## config.mk

```make
export PLATFORM = sky130hd
export DESIGN_NAME = rom_id_collector_flat
export DESIGN_NICKNAME = d
export VERILOG_FILES = /design/src/rtl/rom_id_collector_pkg.sv /design/src/rtl/rom_id_collector_if.sv /design/src/rtl/rom_id_collector.sv /design/src/flat_wrapper.sv
export SDC_FILE = /design/constraint.sdc
export NUM_CORES = 1
export LEC_CHECK = 0
export ABC_CLOCK_PERIOD_IN_PS = 2250
export CAP_MARGIN = 40
export CORE_UTILIZATION = 51
export DETAILED_ROUTE_END_ITERATION = 7
export PLACE_DENSITY_LB_ADDON = 0.1
export SLEW_MARGIN = 25
export SYNTH_ARGS = -nofsm -noshare
export SYNTH_HDL_FRONTEND = slang
export SYNTH_SLANG_ARGS = --single-unit
```

## constraint.sdc

```tcl
create_clock -name clk -period 2.25 [get_ports clk]
set_input_delay 0.45 -clock clk [delete_from_list [all_inputs] [get_ports clk]]
set_output_delay 0.45 -clock clk [all_outputs]
set_load 0.02 [all_outputs]
```

## src/rtl/rom_id_collector_pkg.sv

```systemverilog
// Shared widths, ROM field offsets, FSM encoding and bit-reversal helper
// for the 1-Wire ROM ID collector.
package rom_id_collector_pkg;

  localparam int ROM_ID_W   = 64;
  localparam int ROM_DATA_W = 56;
  localparam int CRC_W      = 8;
  localparam int BIT_CNT_W  = 7;

  // Byte layout of a 1-Wire ROM ID
  localparam int FAMILY_LSB = 0;
  localparam int SERIAL_LSB = 8;
  localparam int CRC_LSB    = 56;

  typedef enum logic [2:0] {
    ST_IDLE     = 3'd0,
    ST_COLLECT  = 3'd1,
    ST_CRC_REQ  = 3'd2,
    ST_CRC_WAIT = 3'd3,
    ST_REPORT   = 3'd4
  } state_e;

  // Outcome latched in CRC_WAIT and announced in REPORT
  typedef enum logic [1:0] {
    RES_NONE    = 2'd0,
    RES_VALID   = 2'd1,
    RES_CRC_ERR = 2'd2,
    RES_TIMEOUT = 2'd3
  } result_e;

  // The crc8 stage works MSB-first, so its result is the Dallas CRC reversed
  function automatic logic [CRC_W-1:0] bitrev8(input logic [CRC_W-1:0] v);
    logic [CRC_W-1:0] r;
    for (int i = 0; i < CRC_W; i++) begin
      r[i] = v[CRC_W-1-i];
    end
    return r;
  endfunction

endpackage

```

## src/rtl/rom_id_collector_if.sv

```systemverilog
// Bus between the ROM ID collector and its neighbours: read-slot bits in,
// crc8 handshake, and the result report to the command FSM.
interface rom_id_collector_if;
  import rom_id_collector_pkg::*;

  logic                  i_start;
  logic                  i_bit_valid;
  logic                  i_bit;
  logic [ROM_DATA_W-1:0] o_crc_data;
  logic                  o_crc_enable;
  logic [CRC_W-1:0]      i_crc;
  logic                  i_crc_done;
  logic [ROM_ID_W-1:0]   o_rom_id;
  logic                  o_valid;
  logic                  o_crc_err;
  logic                  o_timeout;
  logic                  o_busy;
  logic [BIT_CNT_W-1:0]  o_bit_cnt;

  // Collector side
  modport slave (
    input  i_start, i_bit_valid, i_bit, i_crc, i_crc_done,
    output o_crc_data, o_crc_enable, o_rom_id, o_valid, o_crc_err,
           o_timeout, o_busy, o_bit_cnt
  );

  // Side that drives bits/crc results and consumes the report
  modport master (
    output i_start, i_bit_valid, i_bit, i_crc, i_crc_done,
    input  o_crc_data, o_crc_enable, o_rom_id, o_valid, o_crc_err,
           o_timeout, o_busy, o_bit_cnt
  );

endinterface

```

## src/rtl/rom_id_collector.sv

```systemverilog
// Shifts in the 64 LSB-first ROM ID bits, asks crc8 to check the 56 data
// bits, compares against the received CRC byte and pulses one outcome.
module rom_id_collector
  import rom_id_collector_pkg::*;
#(
  parameter int CRC_TIMEOUT = 80,
  parameter bit REJECT_ZERO = 1'b1
) (
  input  logic                clk,
  input  logic                reset_n,
  rom_id_collector_if.slave   bus
);

  localparam int CNT_W = $clog2(CRC_TIMEOUT + 1);

  state_e                state;
  state_e                state_next;
  result_e               result;
  logic [ROM_ID_W-1:0]   sr;
  logic [ROM_ID_W-1:0]   rom_id;
  logic [BIT_CNT_W-1:0]  bit_cnt;
  logic [CNT_W-1:0]      wait_cnt;
  logic [ROM_DATA_W-1:0] crc_data;

  logic [ROM_ID_W-1:0]   sr_shifted;
  logic                  bit_take;
  logic                  last_bit;
  logic                  crc_match;
  logic                  zero_reject;
  logic                  wait_expired;

  assign sr_shifted   = {bus.i_bit, sr[ROM_ID_W-1:1]};
  // i_start has priority: a bit arriving with it is dropped
  assign bit_take     = (state == ST_COLLECT) && bus.i_bit_valid && !bus.i_start;
  assign last_bit     = bit_take && (bit_cnt == BIT_CNT_W'(ROM_ID_W - 1));
  assign crc_match    = (bus.i_crc == bitrev8(rom_id[CRC_LSB +: CRC_W]));
  assign zero_reject  = REJECT_ZERO && (rom_id == '0);
  // CRC_REQ is one cycle, so the last wait cycle is CRC_TIMEOUT-1 after the
  // enable pulse and REPORT lands exactly CRC_TIMEOUT cycles after it
  assign wait_expired = (wait_cnt == CNT_W'(CRC_TIMEOUT - 2));

  // crc8 expects ROM[55:0] reversed: crc_data[55-k] = rom[k]
  for (genvar gi = 0; gi < ROM_DATA_W; gi++) begin : g_crc_rev
    assign crc_data[ROM_DATA_W-1-gi] = rom_id[gi];
  end

  // State register
  always_ff @(posedge clk or negedge reset_n) begin
    if (!reset_n) begin
      state <= ST_IDLE;
    end else begin
      state <= state_next;
    end
  end

  // Next-state logic; i_start restarts collection from any state
  always_comb begin
    state_next = state;
    if (bus.i_start) begin
      state_next = ST_COLLECT;
    end else begin
      unique case (state)
        ST_IDLE:     state_next = ST_IDLE;
        ST_COLLECT:  if (last_bit) state_next = ST_CRC_REQ;
        ST_CRC_REQ:  state_next = ST_CRC_WAIT;
        ST_CRC_WAIT: if (bus.i_crc_done || wait_expired) state_next = ST_REPORT;
        ST_REPORT:   state_next = ST_IDLE;
        default:     state_next = ST_IDLE;
      endcase
    end
  end

  // Shift register, bit counter and captured ROM ID
  always_ff @(posedge clk or negedge reset_n) begin
    if (!reset_n) begin
      sr      <= '0;
      bit_cnt <= '0;
      rom_id  <= '0;
    end else if (bus.i_start) begin
      sr      <= '0;
      bit_cnt <= '0;
      rom_id  <= '0;
    end else if (bit_take) begin
      sr      <= sr_shifted;
      bit_cnt <= bit_cnt + 1'b1;
      if (last_bit) begin
        rom_id <= sr_shifted;
      end
    end
  end

  // crc8 response timer and outcome capture
  always_ff @(posedge clk or negedge reset_n) begin
    if (!reset_n) begin
      wait_cnt <= '0;
      result   <= RES_NONE;
    end else if (bus.i_start) begin
      wait_cnt <= '0;
      result   <= RES_NONE;
    end else if (state == ST_CRC_REQ) begin
      wait_cnt <= '0;
      result   <= RES_NONE;
    end else if (state == ST_CRC_WAIT) begin
      wait_cnt <= wait_cnt + 1'b1;
      if (bus.i_crc_done) begin
        result <= (crc_match && !zero_reject) ? RES_VALID : RES_CRC_ERR;
      end else if (wait_expired) begin
        result <= RES_TIMEOUT;
      end
    end
  end

  // Outputs decoded from state; outcome pulses only during REPORT
  always_comb begin
    bus.o_crc_enable = 1'b0;
    bus.o_busy       = 1'b0;
    bus.o_valid      = 1'b0;
    bus.o_crc_err    = 1'b0;
    bus.o_timeout    = 1'b0;
    if (state != ST_IDLE) begin
      bus.o_busy = 1'b1;
    end
    if (state == ST_CRC_REQ) begin
      bus.o_crc_enable = 1'b1;
    end
    if (state == ST_REPORT) begin
      bus.o_valid   = (result == RES_VALID);
      bus.o_crc_err = (result == RES_CRC_ERR);
      bus.o_timeout = (result == RES_TIMEOUT);
    end
  end

  assign bus.o_crc_data = crc_data;
  assign bus.o_rom_id   = rom_id;
  assign bus.o_bit_cnt  = bit_cnt;

endmodule

```

## src/flat_wrapper.sv

```systemverilog
// flat-port wrapper written by rule: the top's interface ports become plain ports
module rom_id_collector_flat import rom_id_collector_pkg::*;
#(
  parameter int CRC_TIMEOUT = 80,
  parameter bit REJECT_ZERO = 1'b1
)
  (clk, reset_n, bus_i_start, bus_i_bit_valid, bus_i_bit, bus_i_crc, bus_i_crc_done, bus_o_crc_data, bus_o_crc_enable, bus_o_rom_id, bus_o_valid, bus_o_crc_err, bus_o_timeout, bus_o_busy, bus_o_bit_cnt);
  rom_id_collector_if bus_i ();
  input  logic clk;
  input  logic reset_n;
  input wire logic [$bits(bus_i.i_start)-1:0] bus_i_start;
  input wire logic [$bits(bus_i.i_bit_valid)-1:0] bus_i_bit_valid;
  input wire logic [$bits(bus_i.i_bit)-1:0] bus_i_bit;
  input wire logic [$bits(bus_i.i_crc)-1:0] bus_i_crc;
  input wire logic [$bits(bus_i.i_crc_done)-1:0] bus_i_crc_done;
  output wire logic [$bits(bus_i.o_crc_data)-1:0] bus_o_crc_data;
  output wire logic [$bits(bus_i.o_crc_enable)-1:0] bus_o_crc_enable;
  output wire logic [$bits(bus_i.o_rom_id)-1:0] bus_o_rom_id;
  output wire logic [$bits(bus_i.o_valid)-1:0] bus_o_valid;
  output wire logic [$bits(bus_i.o_crc_err)-1:0] bus_o_crc_err;
  output wire logic [$bits(bus_i.o_timeout)-1:0] bus_o_timeout;
  output wire logic [$bits(bus_i.o_busy)-1:0] bus_o_busy;
  output wire logic [$bits(bus_i.o_bit_cnt)-1:0] bus_o_bit_cnt;
  assign bus_i.i_start = bus_i_start;
  assign bus_i.i_bit_valid = bus_i_bit_valid;
  assign bus_i.i_bit = bus_i_bit;
  assign bus_i.i_crc = bus_i_crc;
  assign bus_i.i_crc_done = bus_i_crc_done;
  assign bus_o_crc_data = bus_i.o_crc_data;
  assign bus_o_crc_enable = bus_i.o_crc_enable;
  assign bus_o_rom_id = bus_i.o_rom_id;
  assign bus_o_valid = bus_i.o_valid;
  assign bus_o_crc_err = bus_i.o_crc_err;
  assign bus_o_timeout = bus_i.o_timeout;
  assign bus_o_busy = bus_i.o_busy;
  assign bus_o_bit_cnt = bus_i.o_bit_cnt;
  rom_id_collector #(.CRC_TIMEOUT(CRC_TIMEOUT), .REJECT_ZERO(REJECT_ZERO)) u_core (.clk(clk), .reset_n(reset_n), .bus(bus_i));
endmodule
```

* Word level (Yosys, flattened, before mapping)
Cells that the tools add are included. W data, S select, Z words.
Operators by class: add/sub/neg operators 2, multiply operators 0, divide/modulo/power cells 0, $lt $le $gt $ge 0, equal/unequal tests 12, shift operators 0, muxes and demuxes 25, bitwise operators 0, reduce and logical (&&, ||, !) cells 16
Operator list (count):
- $mux W64 | 5
- $logic_not A64 Y1 | 1
- $mux W7 | 5
- $add A7 B1 Y7 const B | 2
- $mux W2 | 6
- $mux W3 | 3
- $pmux W3 S3 | 1
- $eq A8 B8 Y1 | 1
- $eq A7 B6 Y1 const B | 1
- $eq A7 B7 Y1 const B | 1
- $eq A3 B2 Y1 const B | 2
- $ne A3 B2 Y1 const B | 2
- $reduce_and A2 Y1 | 3
- $reduce_bool A3 Y1 | 2
- $mux W1 | 5
- $eq A2 B2 Y1 const B | 2
- $logic_and A1 B1 Y1 | 4
- $reduce_bool A2 Y1 | 2
- $reduce_bool A4 Y1 | 1
- $eq A3 B1 Y1 const B | 1
- $eq A3 B3 Y1 const B | 1
- $eq A2 B1 Y1 const B | 1
- $logic_not A1 Y1 | 2
- $logic_or A1 B1 Y1 | 1
Word-level totals: register bits after elaboration 147, bits in latches 0, bits in writable memories 0, bits in read-only memories 0, input port bits 14, memories 0

* Logic depth before layout (Yosys ltp)
Gate-level depths: netlist of the first run.
depth in word-level cells 8, gate-level depth with buffers 7, gate-level depth less buffers 6

* Worst setup path after synthesis of the first run
No wires, ideal clock.
path kind input port to flip-flop, from in bus_i_start, to reg u_core.state[0], library setup time 124 ps, arrival time 1638 ps, data required time 2126 ps, setup slack 488 ps, cell stages on the path 7, cell sequence buf_2 -> or2_1 -> clkbuf_1 -> buf_2 -> nor3_2 -> nand4_1 -> a211o_1
On the way: longest elaborated chain between the ends 5, elaborated cells between the ends (all ways) 7, classes of those cells eq/ne (2); mux (1); reduce/logical (4)
RTL lines:
- from (decl) | RTL line flat_wrapper.sv:11 | input wire logic [$bits(bus_i.i_start)-1:0] bus_i_start;
- $logic_not A1 Y1 | RTL line rom_id_collector.sv:34 | assign bit_take = (state == ST_COLLECT) && bus.i_bit_valid && !bus.i_start;
- $logic_and A1 B1 Y1 | RTL line rom_id_collector.sv:34
- $logic_and A1 B1 Y1 | RTL line rom_id_collector.sv:35 | assign last_bit = bit_take && (bit_cnt == BIT_CNT_W'(ROM_ID_W - 1));
- $ne A3 B2 Y1 (no line)
- $reduce_and A2 Y1 (no line)
- to (signal assigned) | RTL line rom_id_collector.sv:52 | state <= state_next;
- to (decl) | RTL line rom_id_collector.sv:16 | state_e state;
Several ways; a longest one is shown, not always the timed one. A chain may end at the register's enable or synchronous reset.

* Worst setup path in the final report of the first run
from reg u_core.state[2], to out bus_o_busy
On the way: longest elaborated chain between the ends 2
RTL lines:
- $reduce_bool A3 Y1 | RTL line rom_id_collector.sv:120 | if (state != ST_IDLE) begin
- $mux W1 | RTL line rom_id_collector.sv:120
- to (decl) | RTL line flat_wrapper.sv:22 | output wire logic [$bits(bus_i.o_busy)-1:0] bus_o_busy;
No other way between the ends.

==> flow_summary.ini, run 1 <==
[status]
status = finished with violations
violations = negative hold slack

[critical_path]
worstPathRequired_ns = 1.80
worstSetupEndpointType = output pin
critical_path_class = reg2out
cp_max_fo = 10
crit_arrival_ns = 1.66
r2r_slack_ns = 0.26
worstReg2RegEnd = u_core.result[0]
ff2ff_path_depth = 5
start_kind = flip-flop
worstReg2RegStart = u_core.bus.o_rom_id[0]

[layout]
layout-drive-gt1-share_pct = 7.611
final_cell_mix = nand2_1 (153), dfrtp_1 (146), clkdlybuf4s50_1 (138)
mostFrequentLayoutCell = nand2_1
nFillCells = 1001
antenna_cells = 0
stdcell_count = 1026
syn_to_final_growth_pct = 27.46
layout.nets = 858
seq_area_um2 = 3654
multi_input_area_um2 = 2530

[clock_network]
cts-root-buf = clkbuf_16
cts_num_sinks = 146
cts_tree = done
clkLatencyLatePin_ns = 0.43
post-cts-setup-buffer-count = 0
htreeDepth = 4
cts.path.max_buffers = 2
cts_hold_repair.buffers = 0
cts_buffers = 17
clk_transition_reported_paths_ns = 0.06

[synthesis]
synth_ff_type = dfrtp_1
synth.area.top_cells = dfrtp_1 (53%), a21oi_1 (8.6%), nand2_1 (8.4%)
syn-cell-area_um2 = 6848
ys_seq_area_share_pct = 53.35
yosysTopAreaCellShare_pct = 53.35
ys_ff_latch = 146
syn_area_per_cell_um2 = 8.940
yosysWarnings = 0
postSynthCellCount = 766
async_reset_ff_share_pct = 100.0
yosys.area.top_type = dfrtp_1
yosys.cell_types.count = 41
syn_nets = 783
synth-edff-count = 0

[placement]
dp_hpwl_mm = 11.13
portBuffers = 145
dp.cells = 994
detailedPlace.worstSlack_ns = 0.1186
place_congestion = 0.7998

[floorplan]
std_cell_rows = 41
dieWidth_um = 117.9
core_um2 = 12880
start_util_pct = 53.18
dieArea_um2 = 13890
num_io_pins = 146
die_y_um = 117.9

[timing]
rsz0062_at_grt = no
max_freq_ghz = 0.4734
period_needed_ns = 2.112
max_slew.worst_pin.slew_ns = 0.6237
slew_headroom_pct = 58.14
setup_violations = 0
fin_tns_setup_ns = 0
finalHoldViolCount = 2
period_share_pct = 93.88
fin_skew_ns = 0.004546
drv_slew = 0
hold-worst-slack_ns = -0.005005
timing.final.ws_setup_ns = 0.1378

[hold_path]
hold_class = in2async

[routing]
drc = 0
drt_iter0_drc = 570
num_vias = 5851
avgViaCountPerCell = 5.703
firstDrtPassIters = 5
drtAntennaViolNets = 0
wl_per_cell_um = 16.79
routed_wl_mm = 17.23

[power]
leakage_nw = 3.534
sw_frac_of_total_pct = 22.37
p_per_area_nw_per_um2 = 661.3
vdd_drop_max_mv = 0.6963
combPwrFrac_pct = 5.1
p_clk_share_pct = 49.1
intPower_mw = 4.481
p_switching_mw = 1.291
power_frac_seq_pct = 45.8

[global_routing]
grt_pass1_wl_mm = 27.97
antenna_found_initial = 0
grt_max_degree = 107
grt_overflow_total = 0
grt_pass1_vias = 5430
grt_usage_pct = 25.50

[flow_run]
drv_cap = 0
==> worst max path at each step <==
stage                     cells after the start  slack, ns                       to       startpoint
after floorplan                               7       0.49          u_core.state[0]      bus_i_start
after global placement                        6       0.14  u_core.bus.o_rom_id[15]  bus_i_bit_valid
after detailed placement                      6       0.12  u_core.bus.o_rom_id[43]  bus_i_bit_valid
after CTS                                     2      0.005         bus_o_crc_enable  u_core.state[0]
after global routing                          4       0.03            bus_o_crc_err  u_core.state[0]
final                                         3       0.14               bus_o_busy  u_core.state[2]
==> flip-flops by register name, summed over array words and instances (netlist names) <==
register              flops
u_core.state              3
u_core.bus.o_rom_id      64
u_core.result             2
u_core.wait_cnt           7
u_core.bus.o_bit_cnt      7
u_core.sr                63
==> per-layer routing <==
layer,track usage [%],share of wire (%),vias to the layer above
met5,0,0,-
met4,8.173,1.7,0
met3,6.008,6.2,27
met2,41.18,49,227
met1,33.96,44,2883
li1,-,-,2714
==> power by group through the flow <==
stage | clock network (mW) | logic (mW) | registers [mW]
4_1_cts | 2.86 | 0.294 | 2.64
2_1_floorplan | 0 | 0.140 | 2.69
6_report | 2.83 | 0.293 | 2.64
5_1_grt | 2.98 | 0.321 | 2.64
3_5_place_dp | 0 | 0.294 | 2.69
3_3_place_gp | 0 | 0.289 | 2.69
==> Yosys cell counts, types with 2 or more instances <==
library cell and n:
nor3_1 2, buf_2 14, buf_1 3, o21ai_0 43
buf_4 61, dfrtp_1 146, ha_1 3, nand3_1 67
nor4_1 20, or3_1 4, nand4bb_1 2, inv_1 4
nor2_1 14, clkbuf_1 35, nor3b_1 3, a21oi_1 118
and3_1 2, o21ai_1 27, xor2_1 11, nand4_1 9
nand2_1 153, xnor2_1 6
==> repair_timing <==
action                                  in CTS  in global routing
endpoints found under the setup margin       4                  1
hold endpoints to repair                     0                  0
gates cloned                                 0                  0
gates resized for setup                      5                  1
==> final cells by class <==
| class | instances | area share, % |
|---|---|---|
| Tap cell | 172 | 2.466 |
| Clock inverter | 9 | 1.175 |
| Sequential cell | 146 | 41.86 |
| Inverter | 5 | 0.2150 |
| Timing Repair Buffer | 170 | 19.60 |
| Multi-Input combinational cell | 501 | 28.99 |
| Clock buffer | 23 | 5.705 |
==> stage by stage <==
step	total power, mW	utilization [%]	cell area [um2]
3_5_place_dp	2.986	63.10	8125
3_3_place_gp	2.980	63.10	8125
5_1_grt	5.945	67.79	8728
2_1_floorplan	2.835	-	6848
6_report	5.772	67.79	8728
4_1_cts	5.795	67.77	8726
==> cells by family after synthesis <==
kind of cell	Yosys count	share of synthesized area, %
xor+xnor	17	2.174
flops	146	53.35
compound gates	195	14.58
fa+ha+maj	3	0.5482
buf+inv	119	10.14
simple gates	286	19.20
==> worst max-delay path, stage by stage, from the launching register on <==
cell and delay [ns]:
dfrtp_1 0.39, buf_4 0.17, or3_1 0.35, dlygate4sd2_1 0.32
(Power assumes the default switching activity.)
==> run 2: changes to the inputs <==
--- a/config.mk
+++ b/config.mk
@@ -6,7 +6,6 @@
 export NUM_CORES = 1
 export LEC_CHECK = 0
 export ABC_CLOCK_PERIOD_IN_PS = 2250
-export CAP_MARGIN = 40
 export CORE_UTILIZATION = 51
 export DETAILED_ROUTE_END_ITERATION = 7
 export PLACE_DENSITY_LB_ADDON = 0.1
==> results of run 2 <==
Final layout, timing and power as in run 1 (identical DEF).
==> run 3: changes to the inputs <==
--- a/config.mk
+++ b/config.mk
@@ -5,9 +5,9 @@
 export SDC_FILE = /design/constraint.sdc
 export NUM_CORES = 1
 export LEC_CHECK = 0
-export ABC_CLOCK_PERIOD_IN_PS = 2250
 export CORE_UTILIZATION = 51
 export DETAILED_ROUTE_END_ITERATION = 7
+export MAX_ROUTING_LAYER = met4
 export PLACE_DENSITY_LB_ADDON = 0.1
 export SLEW_MARGIN = 25
 export SYNTH_ARGS = -nofsm -noshare
==> flow_summary.ini, run 3 (same netlist as run 1, synthesis figures left out) <==
[layout]
layout.nets = 858
fin_area_um2 = 8728
mostFrequentLayoutCell = nand2_1
antenna_cells = 0
layout-drive-gt1-share_pct = 7.611
largest_register_ffs = 64
fin_util_pct = 67.79
syn_to_final_growth_pct = 27.46
stdcell_count = 1026
nFillCells = 1001
final_cell_mix = nand2_1 (153), dfrtp_1 (146), clkdlybuf4s50_1 (138)

[timing]
drv_slew = 0
max_freq_ghz = 0.4733
period_needed_ns = 2.113
finalHoldViolCount = 3
hold-worst-slack_ns = -0.01071
slew_headroom_pct = 57.06
fin_tns_setup_ns = 0
setup_violations = 0
rsz0062_at_grt = no
period_share_pct = 93.91
fin_skew_ns = 0.005161
max_slew.worst_pin.slew_ns = 0.6441

[routing]
routed_wl_mm = 17.21
firstDrtPassIters = 5
num_vias = 5847
wl_per_cell_um = 16.77
avgViaCountPerCell = 5.699
drt_iter0_drc = 569
drtAntennaViolNets = 0
drc = 0

[power]
leakage_nw = 3.534
vdd_drop_max_mv = 0.7030
p_per_area_nw_per_um2 = 661.6

[floorplan]
std_cell_rows = 41
die_y_um = 117.9
core_um2 = 12880
dieWidth_um = 117.9
start_util_pct = 53.18
num_io_pins = 146
dieArea_um2 = 13890

[clock_network]
post_cts.resized_instances = 5
cts_tree = done
cts.path.max_buffers = 2
cts_num_sinks = 146
post-cts-setup-buffer-count = 0
clkLatencyLatePin_ns = 0.43
htreeDepth = 4
cts-root-buf = clkbuf_16
cts_hold_repair.buffers = 0
clk_transition_reported_paths_ns = 0.06
cts_buffers = 17

[status]
status = finished with violations
violations = negative hold slack

[hold_path]
hold_class = in2async

[placement]
dp_hpwl_mm = 11.13
placed_area_um2 = 8125
place_congestion = 0.8113
dp.cells = 994
portBuffers = 145

[global_routing]
grt_pass1_vias = 5413
grt_max_degree = 107
grt_pass1_wl_mm = 28.03
grt_overflow_total = 0
antenna_found_initial = 0
grt_usage_pct = 26.32

[flow_run]
drv_cap = 0

[critical_path]
critical_path_class = reg2out
cp_max_fo = 10
worstSetupEndpointType = output pin
start_kind = flip-flop
crit_arrival_ns = 1.66
worstPathRequired_ns = 1.80
## run 3: cell counts in the layout (fill, tap and decap cells not counted)
Identical to the previous run, type by type.
## run 3: area by class of cell
cell class | instances | area [um2] | share of cell area, %
Sequential cell | 146 | 3654 | 41.86
Multi-Input combinational cell | 501 | 2530 | 28.99
Timing Repair Buffer | 170 | 1710 | 19.60
Clock buffer | 23 | 498.0 | 5.705
Tap cell | 172 | 215.2 | 2.466
Clock inverter | 9 | 102.6 | 1.175
Inverter | 5 | 18.77 | 0.2150
## run 3: worst max-delay path: stages, from the launching register on
cell and delay [ns]:
dfrtp_1 0.39, buf_4 0.17, or3_1 0.35, dlygate4sd2_1 0.32
## run 3: final timing paths
kind	start	to	slack (ns)	cells after the start
max in group asynchronous	reset_n	u_core.bus.o_rom_id[29]	1.63	2
min in group clk	bus_i_start	u_core.bus.o_bit_cnt[5]	0.38	2
min reg2reg	u_core.sr[1]	u_core.bus.o_rom_id[0]	0.51	2
max	u_core.state[2]	bus_o_busy	0.14	3
min	reset_n	u_core.wait_cnt[2]	-0.01	1
max reg2reg	u_core.bus.o_rom_id[0]	u_core.result[0]	0.23	5
## run 3: report_power, final
group | internal (mW) | switching [mW] | total, mW | leakage (nW)
sequential | 2.64 | 0.00952 | 2.64 | 2.03
clock | 1.77 | 1.07 | 2.84 | 0.291
combinational | 0.0770 | 0.216 | 0.293 | 1.21
total | 4.48 | 1.29 | 5.77 | 3.53
## run 3: metrics by stage
| stage | setup slack, ns | total power, mW |
|---|---|---|
| 6_report | 0.1371 | 5.775 |
| 5_1_grt | 0.03387 | 5.950 |
| 4_1_cts | 0.004724 | 5.795 |
| 3_5_place_dp | 0.1186 | 2.986 |
| 3_3_place_gp | 0.1400 | 2.980 |
| 2_1_floorplan | 0.4879 | 2.835 |
## run 3: per-layer routing
metal,vias up,global-route usage (%),part of all wire [%],routed length (um)
li1,2718,-,-,-
met1,2892,34.48,44,7521
met2,213,40.92,49,8399
met3,24,5.814,5.9,1014
met4,0,8.173,1.6,274
met5,-,-,0,0
